<file path="src/rtl/bit_count_unit.sv">
`default_nettype none
//==============================================================================
// Module      : bit_count_unit
// Description : Single-cycle CLZ / CTZ / popcount unit with optional left
//               normaliser (aligned, lz) enabled by BIT_COUNT_UNIT_ALIGN_EN.
// Revision    : 1.0 - initial release
//==============================================================================
module bit_count_unit #(
    parameter int ORDER = 3
) (
    input  logic                    clock,
    input  logic                    reset,
    input  logic                    in_valid,
    input  logic [1:0]              op,
    input  logic [(2**ORDER)-1:0]   in,
    output logic                    out_valid,
    output logic [ORDER:0]          count,
    output logic                    zero,
    output logic [(2**ORDER)-1:0]   aligned,
    output logic [ORDER:0]          lz
);

    localparam int             c_W      = 2**ORDER;
    localparam logic [ORDER:0] c_W_CNT  = (ORDER+1)'(c_W);
    localparam logic [1:0]     c_OP_CTZ  = 2'b01;
    localparam logic [1:0]     c_OP_PCNT = 2'b10;

    logic [c_W-1:0]   w_lnorm [0:ORDER];
    logic [ORDER-1:0] w_lshift;
    logic [c_W-1:0]   w_rnorm [0:ORDER-1];
    logic [ORDER-1:0] w_rshift;
    logic             w_zero;
    logic [ORDER:0]   w_clz;
    logic [ORDER:0]   w_ctz;
    logic [ORDER:0]   w_pc [1:2*c_W-1];
    logic [ORDER:0]   w_count;

    assign w_lnorm[0] = in;
    assign w_rnorm[0] = in;
    assign w_zero     = (in == '0);

    // Binary-search normalisers: each stage tests half of the remaining span
    // and contributes one bit of the leading/trailing zero count.
    generate
        for (genvar k = 0; k < ORDER; k++) begin : g_norm
            localparam int c_SH = 2**(ORDER-1-k);
            assign w_lshift[ORDER-1-k] = (w_lnorm[k][c_W-1 -: c_SH] == '0);
            assign w_lnorm[k+1] = w_lshift[ORDER-1-k] ? (w_lnorm[k] << c_SH) : w_lnorm[k];
            assign w_rshift[ORDER-1-k] = (w_rnorm[k][c_SH-1:0] == '0);
            if (k < ORDER-1) begin : g_rnext
                assign w_rnorm[k+1] = w_rshift[ORDER-1-k] ? (w_rnorm[k] >> c_SH) : w_rnorm[k];
            end
        end
    endgenerate

    // The search saturates at W-1 for an all-zero word, so zero is patched to W.
    assign w_clz = w_zero ? c_W_CNT : {1'b0, w_lshift};
    assign w_ctz = w_zero ? c_W_CNT : {1'b0, w_rshift};

    // Popcount adder tree in heap layout: leaves at W..2W-1, root at node 1.
    generate
        for (genvar i = 0; i < c_W; i++) begin : g_pc_leaf
            assign w_pc[c_W+i] = {{ORDER{1'b0}}, in[i]};
        end
        for (genvar n = 1; n < c_W; n++) begin : g_pc_node
            assign w_pc[n] = w_pc[2*n] + w_pc[2*n+1];
        end
    endgenerate

    always_comb begin
        w_count = w_clz;
        case (op)
            c_OP_CTZ:  w_count = w_ctz;
            c_OP_PCNT: w_count = w_pc[1];
            default:   w_count = w_clz;
        endcase
    end

    logic           r_out_valid;
    logic [ORDER:0] r_count;
    logic           r_zero;

    always_ff @(posedge clock) begin
        if (reset) begin
            r_out_valid <= 1'b0;
            r_count     <= '0;
            r_zero      <= 1'b0;
        end else begin
            r_out_valid <= in_valid;
            if (in_valid) begin
                r_count <= w_count;
                r_zero  <= w_zero;
            end
        end
    end

    assign out_valid = r_out_valid;
    assign count     = r_count;
    assign zero      = r_zero;

`ifdef BIT_COUNT_UNIT_ALIGN_EN
    logic [c_W-1:0] r_aligned;
    logic [ORDER:0] r_lz;

    always_ff @(posedge clock) begin
        if (reset) begin
            r_aligned <= '0;
            r_lz      <= '0;
        end else if (in_valid) begin
            r_aligned <= w_lnorm[ORDER];
            r_lz      <= w_clz;
        end
    end

    assign aligned = r_aligned;
    assign lz      = r_lz;
`else
    logic [c_W-1:0] w_unused_norm;
    assign w_unused_norm = w_lnorm[ORDER];
    assign aligned = '0;
    assign lz      = '0;
`endif

endmodule
`default_nettype wire

</file>
<file path="config.mk">
export PLATFORM = sky130hd
export DESIGN_NAME = bit_count_unit
export DESIGN_NICKNAME = d
export VERILOG_FILES = /design/src/rtl/bit_count_unit.sv
export SDC_FILE = /design/constraint.sdc
export NUM_CORES = 1
export LEC_CHECK = 0
export CORE_UTILIZATION = 37
export CTS_CLUSTER_SIZE = 12
export DETAILED_ROUTE_END_ITERATION = 16
export GPL_TIMING_DRIVEN = 0
export HOLD_SLACK_MARGIN = 0.1
export PLACE_DENSITY = 0.7
export SETUP_SLACK_MARGIN = 0.1
export SYNTH_ARGS = -nofsm -noshare
export SYNTH_HDL_FRONTEND = slang
export SYNTH_SLANG_ARGS = --single-unit
export TNS_END_PERCENT = 10
</file>
<file path="constraint.sdc">
create_clock -name clock -period 3.6 [get_ports clock]
set_clock_uncertainty 0.05 [all_clocks]
set_input_delay 0.54 -clock clock [delete_from_list [all_inputs] [get_ports clock]]
set_output_delay 0.54 -clock clock [all_outputs]
set_load 0.1 [all_outputs]
</file>
; Yosys cells after proc, flatten, opt, wreduce, memory -nomap -nowiden
; Index checks and enable logic that the tools add are counted.
[totals]
register_bits = 6
out_inout_bits = 18
[classes]
bitwise = 2
mux = 7
n_reduce_logical = 5
add_sub_neg = 7
n_eq_ne = 2
[ops]
columns = op, count
row1 = 8-bit 2-to-1 mux, 2
row2 = 4-bit adder, 3
row3 = 1-bit by 1-bit adder with 2-bit output, 4
row4 = 4-bit logical NOT, 2
row5 = 8-bit logical NOT, 1
row6 = 4-bit 2-to-1 mux, 2
row7 = 4-bit case mux with 2 select lines, 1
row8 = 2-bit logical NOT, 2
row9 = 3-bit 2-to-1 mux, 1
row10 = "2-bit by 1-bit == test with 1-bit output, second input constant", 1
row11 = "2-bit == test, second input constant", 1
row12 = 1-bit inverter, 2
row13 = 1-bit 2-to-1 mux, 1

; Longest topological paths before layout
; Gate-level depths: netlist of the first run.
[depth]
depth_word = 7
depth_mapped = 11

; Least setup slack after synthesis of the first run
; OpenSTA, ideal clock, no wires.
[synth_path]
path_type = input port to flip-flop
startpoint = input port in[6]
endpoint = register r_count[2], in the netlist count[2]
arrival_ps = 2918
required_ps = 3472
path_slack_ps = 554
stages = 10
path_cell_list = ha_1 > fa_1 > inv_1 > fa_1 > inv_1 > ha_1 > fa_1 > a32oi_1 > o211a_1 > nor3_1
[synth_between]
elab_chain_len = 4
word_cells_on_any_way = 8
cone_classes = add/sub: 3 / mux: 3 / reduce/logical: 2
[synth_lines]
columns = element, line
row1 = from (decl), 15  ; input logic [(2**ORDER)-1:0] in,
row2 = 1-bit by 1-bit adder with 2-bit output, 66  ; assign w_pc[n] = w_pc[2*n] + w_pc[2*n+1];
row3 = 4-bit adder (2 in a row), 66
row4 = 4-bit case mux with 2 select lines *, 72  ; case (op)
row5 = to (signal assigned), 91  ; r_count <= w_count;
row6 = to (decl), 80  ; logic [ORDER:0] r_count;
; Mark *: on every way between the ends. The rest lies on a longest branch, timed or not.
; A chain may end at the register's enable or synchronous reset.

; Final worst setup path of the first run
; Ends and elaborated chain as after synthesis.

==> results.md, run 1 <==
* Status: completed
* ANT nets after route at 0
* Number of post-CTS setup repair buffers at 0
* Share of cells above drive strength 1 at 15.87%
* Synthesized area per cell at 8.452 sq um
* Min-delay worst type: reg -> reg
* Htree depth at 1
* Final period util at 86.16%
* Actual slew at the worst max-slew pin at 0.9682 ns
* Worst EP arrival at 3.22 ns
* Worst-path clk slew at 0.04 ns
* Final setup fails at 0
* RSZ-0062 raised after global routing: no
* #FFs+latches synth at 6
* Type of the worst setup path: in -> reg
* CTS tree: built
* GRT overflow at 0
* Sequential element share of the synthesized area at 15.12%
* Input/output buffers at 18
* First-pass DRT Iterations at 4
* Leak at 0.5940 nW
* WHS at 0.4248 ns
* Area growth syn-to-layout at 36.85%
* Cell Area, Synth at 794.5 sq um
* Switching share of power at 48.44%
* WL final at 1519 um
* P_sw at 0.0001545 W
* Root Driver: clkbuf_4
* Die Width at 48.34 um
* Initial DRC Count at 7
* Tot GR Track Use at 15.06%
* Yosys warns at 0
* CP peak stage delay at 0.55 ns
* Worst path most repeated cell: fa_1
* CP bufs+invs at 3
* Filler Cell Count at 181
* DR vias/cell at 4.562
* CP Launch Type: primary input
* Dpl ws at -0.1418 ns
* Hold Buf Count CTS at 0
* Residual DRC at 0
* Largest net degree at the start of global routing at 11
* Global-route wire length before repair at 2856 um
* Final net count at 157
* Ant. Diodes at 0
* Die Footprint at 2337 sq um
* Clock Sinks at 6
* Row cnt at 16
* Area of the core at 1982 sq um
* CP max FO at 4
* Commonest non-fill, non-tap cells in the layout: inv_1, ha_1, buf_4, conb_1, clkdlybuf4s50_1
* Clk_lat worst skew at 0.23 ns
* Post-synthesis cell type count at 30
* CTS Buffer Depth at 2
* Initial antenna violation count at 0
* Slew margin rel. at 35.25%
* Slew Viols, Final at 0
* Synthesized instance count at 94
* CP Data Required Time at 3.71 ns
* HPWL after DPL at 1289 um
* F_max at 322.4 MHz
* Most common cell after layout, fill and taps aside: inv_1
* Vias in the first global route at 685
* Delay-heaviest family, CP: adder cells
* Max-cap violations at 0
* Final setup margin at 0.4981 ns
* IO Count at 31
* Avg WL per Cell at 9.928 um
* CP Cell Sequence: dlymetal6s2s_1 > ha_1 > fa_1 > inv_1 > fa_1 > inv_1 > ha_1 > fa_1 > a32oi_1 > o211a_1 > nor3_1
* VDD IR-drop max at 0.2701 mV
* Clk network pwr share at 18.5%
* Logic pwr share at 58.8%
* Power share of the sequential group at 22.7%
* Final Hold Viols at 0
* RD Place Congestion at 0.8773
* Min cycle time layout at 3.102 ns
* Initial Util at 40.09%
* Power density cells at 293.3 nW/um^2
* CTS Buf Count at 3
* Critical Path End Type: flop
* Via count at 698
* Internal cell power at 0.0001644 W
* Chip height at 48.34 um
* Slowest CP cell: fa_1
[sequential cells by signal (all words and copies together) (netlist names)]
signal and count:
count 4, out_valid 1, zero 1
[cells in the mapped netlist, drive strengths merged]
library cell  count  share of area (%)
mux2i             1                1.3
nor2b             1               0.79
conb              1               0.47
a32oi             1                1.1
clkbuf            1               0.47
nand3b            3                2.8
nand3             1               0.63
o311ai            1                1.1
ha               12                 19
nand2             5                2.4
and2              2                2.2
a211oi            3                3.5
and4b             1                1.3
inv              18                8.5
a31oi             1               0.79
a2111oi           1                3.5
nor4              2                1.6
nand2b            1               0.79
dfxtp             6                 15
buf              12                 11
nor2              6                2.8
fa                4                 10
o21ai             4                3.0
a311oi            2                2.2
o21bai            1               0.95
o211a             1                1.3
nor3              2                1.3
[area by class of cell]
class	count	area, sq um	area share, %
sequential	6	120.1	11.05
inverter	18	67.56	6.214
multi-input combinational	68	554.3	50.98
tap	27	33.78	3.107
timing repair buffer	18	195.2	17.95
clock buffer	3	22.52	2.071
buffer	13	93.84	8.631
[kinds of logic (layout without fill, tap and decap cells)]
kind of cell    Yosys count  count (layout)  synth area share [%]
buf+inv                  31              52                 20.31
simple gates             24              24                 16.54
fa+ha+maj                16              16                 28.98
compound gates           15              15                 17.32
flops                     6               6                 15.12
other cells               1              12                0.4720
mux                       1               1                 1.260
[worst reg2reg max path, stage by stage, from the launching register on]
cell      delay [ns]
dfxtp_1         0.32
nor2_1          0.04
a311oi_1        0.26
[metrics by stage]
| step | cell area, sq um | TNS, ns | total power [W] | std cells | util, % |
|---|---|---|---|---|---|
| after detailed placement | 1050 | -0.1418 | 0.0002627 | 150 | 52.97 |
| after global routing | 1087 | 0 | 0.0003457 | 153 | 54.86 |
| final | 1087 | 0 | 0.0003189 | 153 | 54.86 |
| after CTS | 1072 | 0 | 0.0003243 | 153 | 54.10 |
| after floorplan | 835.8 | 0 | 0.0002218 | 105 | - |
| after global placement | 1050 | -0.1034 | 0.0002604 | 150 | 52.97 |
[metal layers]
metal	vias to the layer above	GRT usage (%)	part of all wire [%]
met2	22	26.06	49
met5	-	0	0
met1	321	18.57	45
met3	0	5.031	5.4
met4	0	1.961	0
li1	355	-	-
[path summary, 6_finish.rpt]
path	from	end	slack, ns	cells after the start
worst min register to register	count[2]$_SDFFE_PP0P_	count[2]$_SDFFE_PP0P_	0.42	2
worst min-delay path	count[2]$_SDFFE_PP0P_	count[2]$_SDFFE_PP0P_	0.42	2
worst max register to register	count[3]$_SDFFE_PP0P_	count[3]$_SDFFE_PP0P_	2.84	2
worst max-delay path	in[6]	count[2]$_SDFFE_PP0P_	0.50	11
[power groups by stage]
stage,combinational (W),clock [W],sequential (W)
2_1_floorplan,0.000120,0,0.000102
3_3_place_gp,0.000187,0,0.0000735
3_5_place_dp,0.000189,0,0.0000737
4_1_cts,0.000190,0.0000621,0.0000725
5_1_grt,0.000205,0.0000676,0.0000729
6_report,0.000188,0.0000589,0.0000725
[what timing repair did]
action                                  CTS  global route
endpoints found under the setup margin    0             1
endpoints found under the hold margin     0             0
gates resized for setup                   0             6
(Power assumes the default switching activity.)
==> run 2: changes to the inputs <==
Settings changed: SETUP_SLACK_MARGIN 0.1 to unset.
Clock period 3.6 ns to 3.2 ns, I/O delays scaled along.
==> run 2 against run 1 <==
  * Sequential share of layout area rose by 0.31 points
  * Combinational power rose by 11%
  * Power rose by 12%
  * Non-clock buffer count did not move
  * Sequential power rose by 13%
  * Count of clock-buffer cells in the layout did not move
  * First-iteration DRC count rose by 86%
  * Die area did not move
  * Utilization fell by 1.5 points
  * Via count fell by 0.72%
==> results.md, run 2 (synthesized netlist as in run 1, its figures left out) <==
* Final Hold Viols at 0
* Tot GR Track Use at 15.06%
* Global-route wire length before repair at 2856 um
* Ant. Diodes at 0
* Power, Total at 0.0003571 W
* Final setup margin at 0.1568 ns
* CP Data Required Time at 3.32 ns
* Top Metal Used: met3
* Worst-path clk slew at 0.04 ns
* RD Place Congestion at 0.8773
* Area of the core at 1982 sq um
* Avg WL per Cell at 9.647 um
* TNS Setup at 0 ns
* Status: completed
* RSZ-0062 raised after global routing: no
* Initial antenna violation count at 0
* Logic pwr share at 58.6%
* IO Count at 31
* Dpl ws at -0.4818 ns
* Chip height at 48.34 um
* Die Footprint at 2337 sq um
* Number of flip-flops in the largest register at 4
* Slew Viols, Final at 0
* Final Instance Count excl. Fillers at 153
* Share of cells above drive strength 1 at 22.22%
* Critical Path End Type: flop
* Area growth syn-to-layout at 33.07%
* Met3 routed WL at 61 um
* Vias in the first global route at 680
* Number of post-CTS setup repair buffers at 0
* CTS Buf Count at 3
* First-pass DRT Iterations at 4
* Internal cell power at 0.0001827 W
* Min cycle time layout at 3.043 ns
* Root Driver: clkbuf_4
* Initial DRC Count at 13
* Clk_lat worst skew at 0.24 ns
* Leak at 0.5388 nW
* HPWL after DPL at 1289 um
* Hold Buf Count CTS at 0
* Initial Util at 40.09%
* Final period util at 95.10%
* Slew margin rel. at 35.25%
* Type of the worst setup path: in -> reg
* CTS tree: built
* Worst r2r path cells at 2
* Filler Cell Count at 183
* Row cnt at 16
* F_max at 328.6 MHz
* Hold path depth at 2
* Via count at 693
* CTS Buffer Depth at 2
* Placed Cells at 150
* Clock Sinks at 6
* ANT nets after route at 0
* Residual DRC at 0
* Final setup fails at 0
* VDD IR-drop max at 0.3042 mV
* Worst EP arrival at 3.16 ns
* Commonest non-fill, non-tap cells in the layout: inv_1, buf_4, conb_1, clkdlybuf4s50_1, ha_1
* Switching share of power at 48.84%
* WHS at 0.4479 ns
* Die Width at 48.34 um
* Power share of the sequential group at 22.8%
* Largest net degree at the start of global routing at 11
* Clk network pwr share at 18.6%
* Power density cells at 337.7 nW/um^2
* Final net count at 157
* Input/output buffers at 18
* Met2 wire len at 733 um
* P_sw at 0.0001744 W
* Min-delay worst type: reg -> reg
* Htree depth at 1
* GRT overflow at 0
* Actual slew at the worst max-slew pin at 0.9682 ns
* Most common cell after layout, fill and taps aside: inv_1
* Max-cap violations at 0
* CP max FO at 4
* DR vias/cell at 4.529
* WL final at 1476 um
* CP Launch Type: primary input
* Met1 Wirelength at 681 um
## run 2: cell types whose count changed in the layout (fill, tap and decap cells not counted), sizes merged
cell	delta
clkdlybuf4s15	+1
dlymetal6s2s	-6
clkbuf	+5
## run 2: critical path: stages
cell and delay, ns:
clkdlybuf4s15_1 0.25, inv_1 0.07, ha_1 0.27, inv_1 0.05
fa_1 0.41, fa_1 0.51, inv_1 0.05, ha_1 0.20
fa_1 0.48, a32oi_1 0.05, o211a_1 0.22, nor3_2 0.13
## run 2: timing repair
action	in CTS	in global routing
pin swaps	0	0
setup endpoints to repair	1	1
gates resized for setup	6	14
## run 2: cell type report
class	instances	area, sq um	share of cell area, %
Clock buffer	3	22.52	2.130
Timing Repair Buffer	18	155.1	14.67
Multi-Input combinational cell	68	564.3	53.37
Tap cell	27	33.78	3.195
Buffer	13	93.84	8.876
Inverter	18	67.56	6.391
Sequential cell	6	120.1	11.36
## run 2: final timing paths
check	start	end	slack, ns
setup / recovery	in[4]	count[2]$_SDFFE_PP0P_	0.16
hold reg to reg	zero$_SDFFE_PP0P_	zero$_SDFFE_PP0P_	0.45
setup reg to reg	count[3]$_SDFFE_PP0P_	count[3]$_SDFFE_PP0P_	2.44
hold / removal	zero$_SDFFE_PP0P_	zero$_SDFFE_PP0P_	0.45
## run 2: power by group through the flow
| stage | Sequential, W | Combinational (W) | Clock (W) |
|---|---|---|---|
| floorplan | 0.000115 | 0.000135 | 0 |
| finish | 0.0000816 | 0.000209 | 0.0000664 |
| global route | 0.0000820 | 0.000229 | 0.0000761 |
| CTS | 0.0000815 | 0.000211 | 0.0000699 |
| global placement | 0.0000827 | 0.000210 | 0 |
| detailed placement | 0.0000829 | 0.000213 | 0 |
## run 2: metrics by stage
step / area (sq um) / utilization [%]
global route: 1057 / 53.35
global placement: 1050 / 52.97
detailed placement: 1050 / 52.97
floorplan: 835.8 / -
CTS: 1065 / 53.72
finish: 1057 / 53.35
## run 2: per-layer routing
metal	up-vias	GRT usage (%)
met3	0	4.403
met5	-	0
met4	0	1.471
met1	323	19.15
li1	355	-
met2	15	26.06
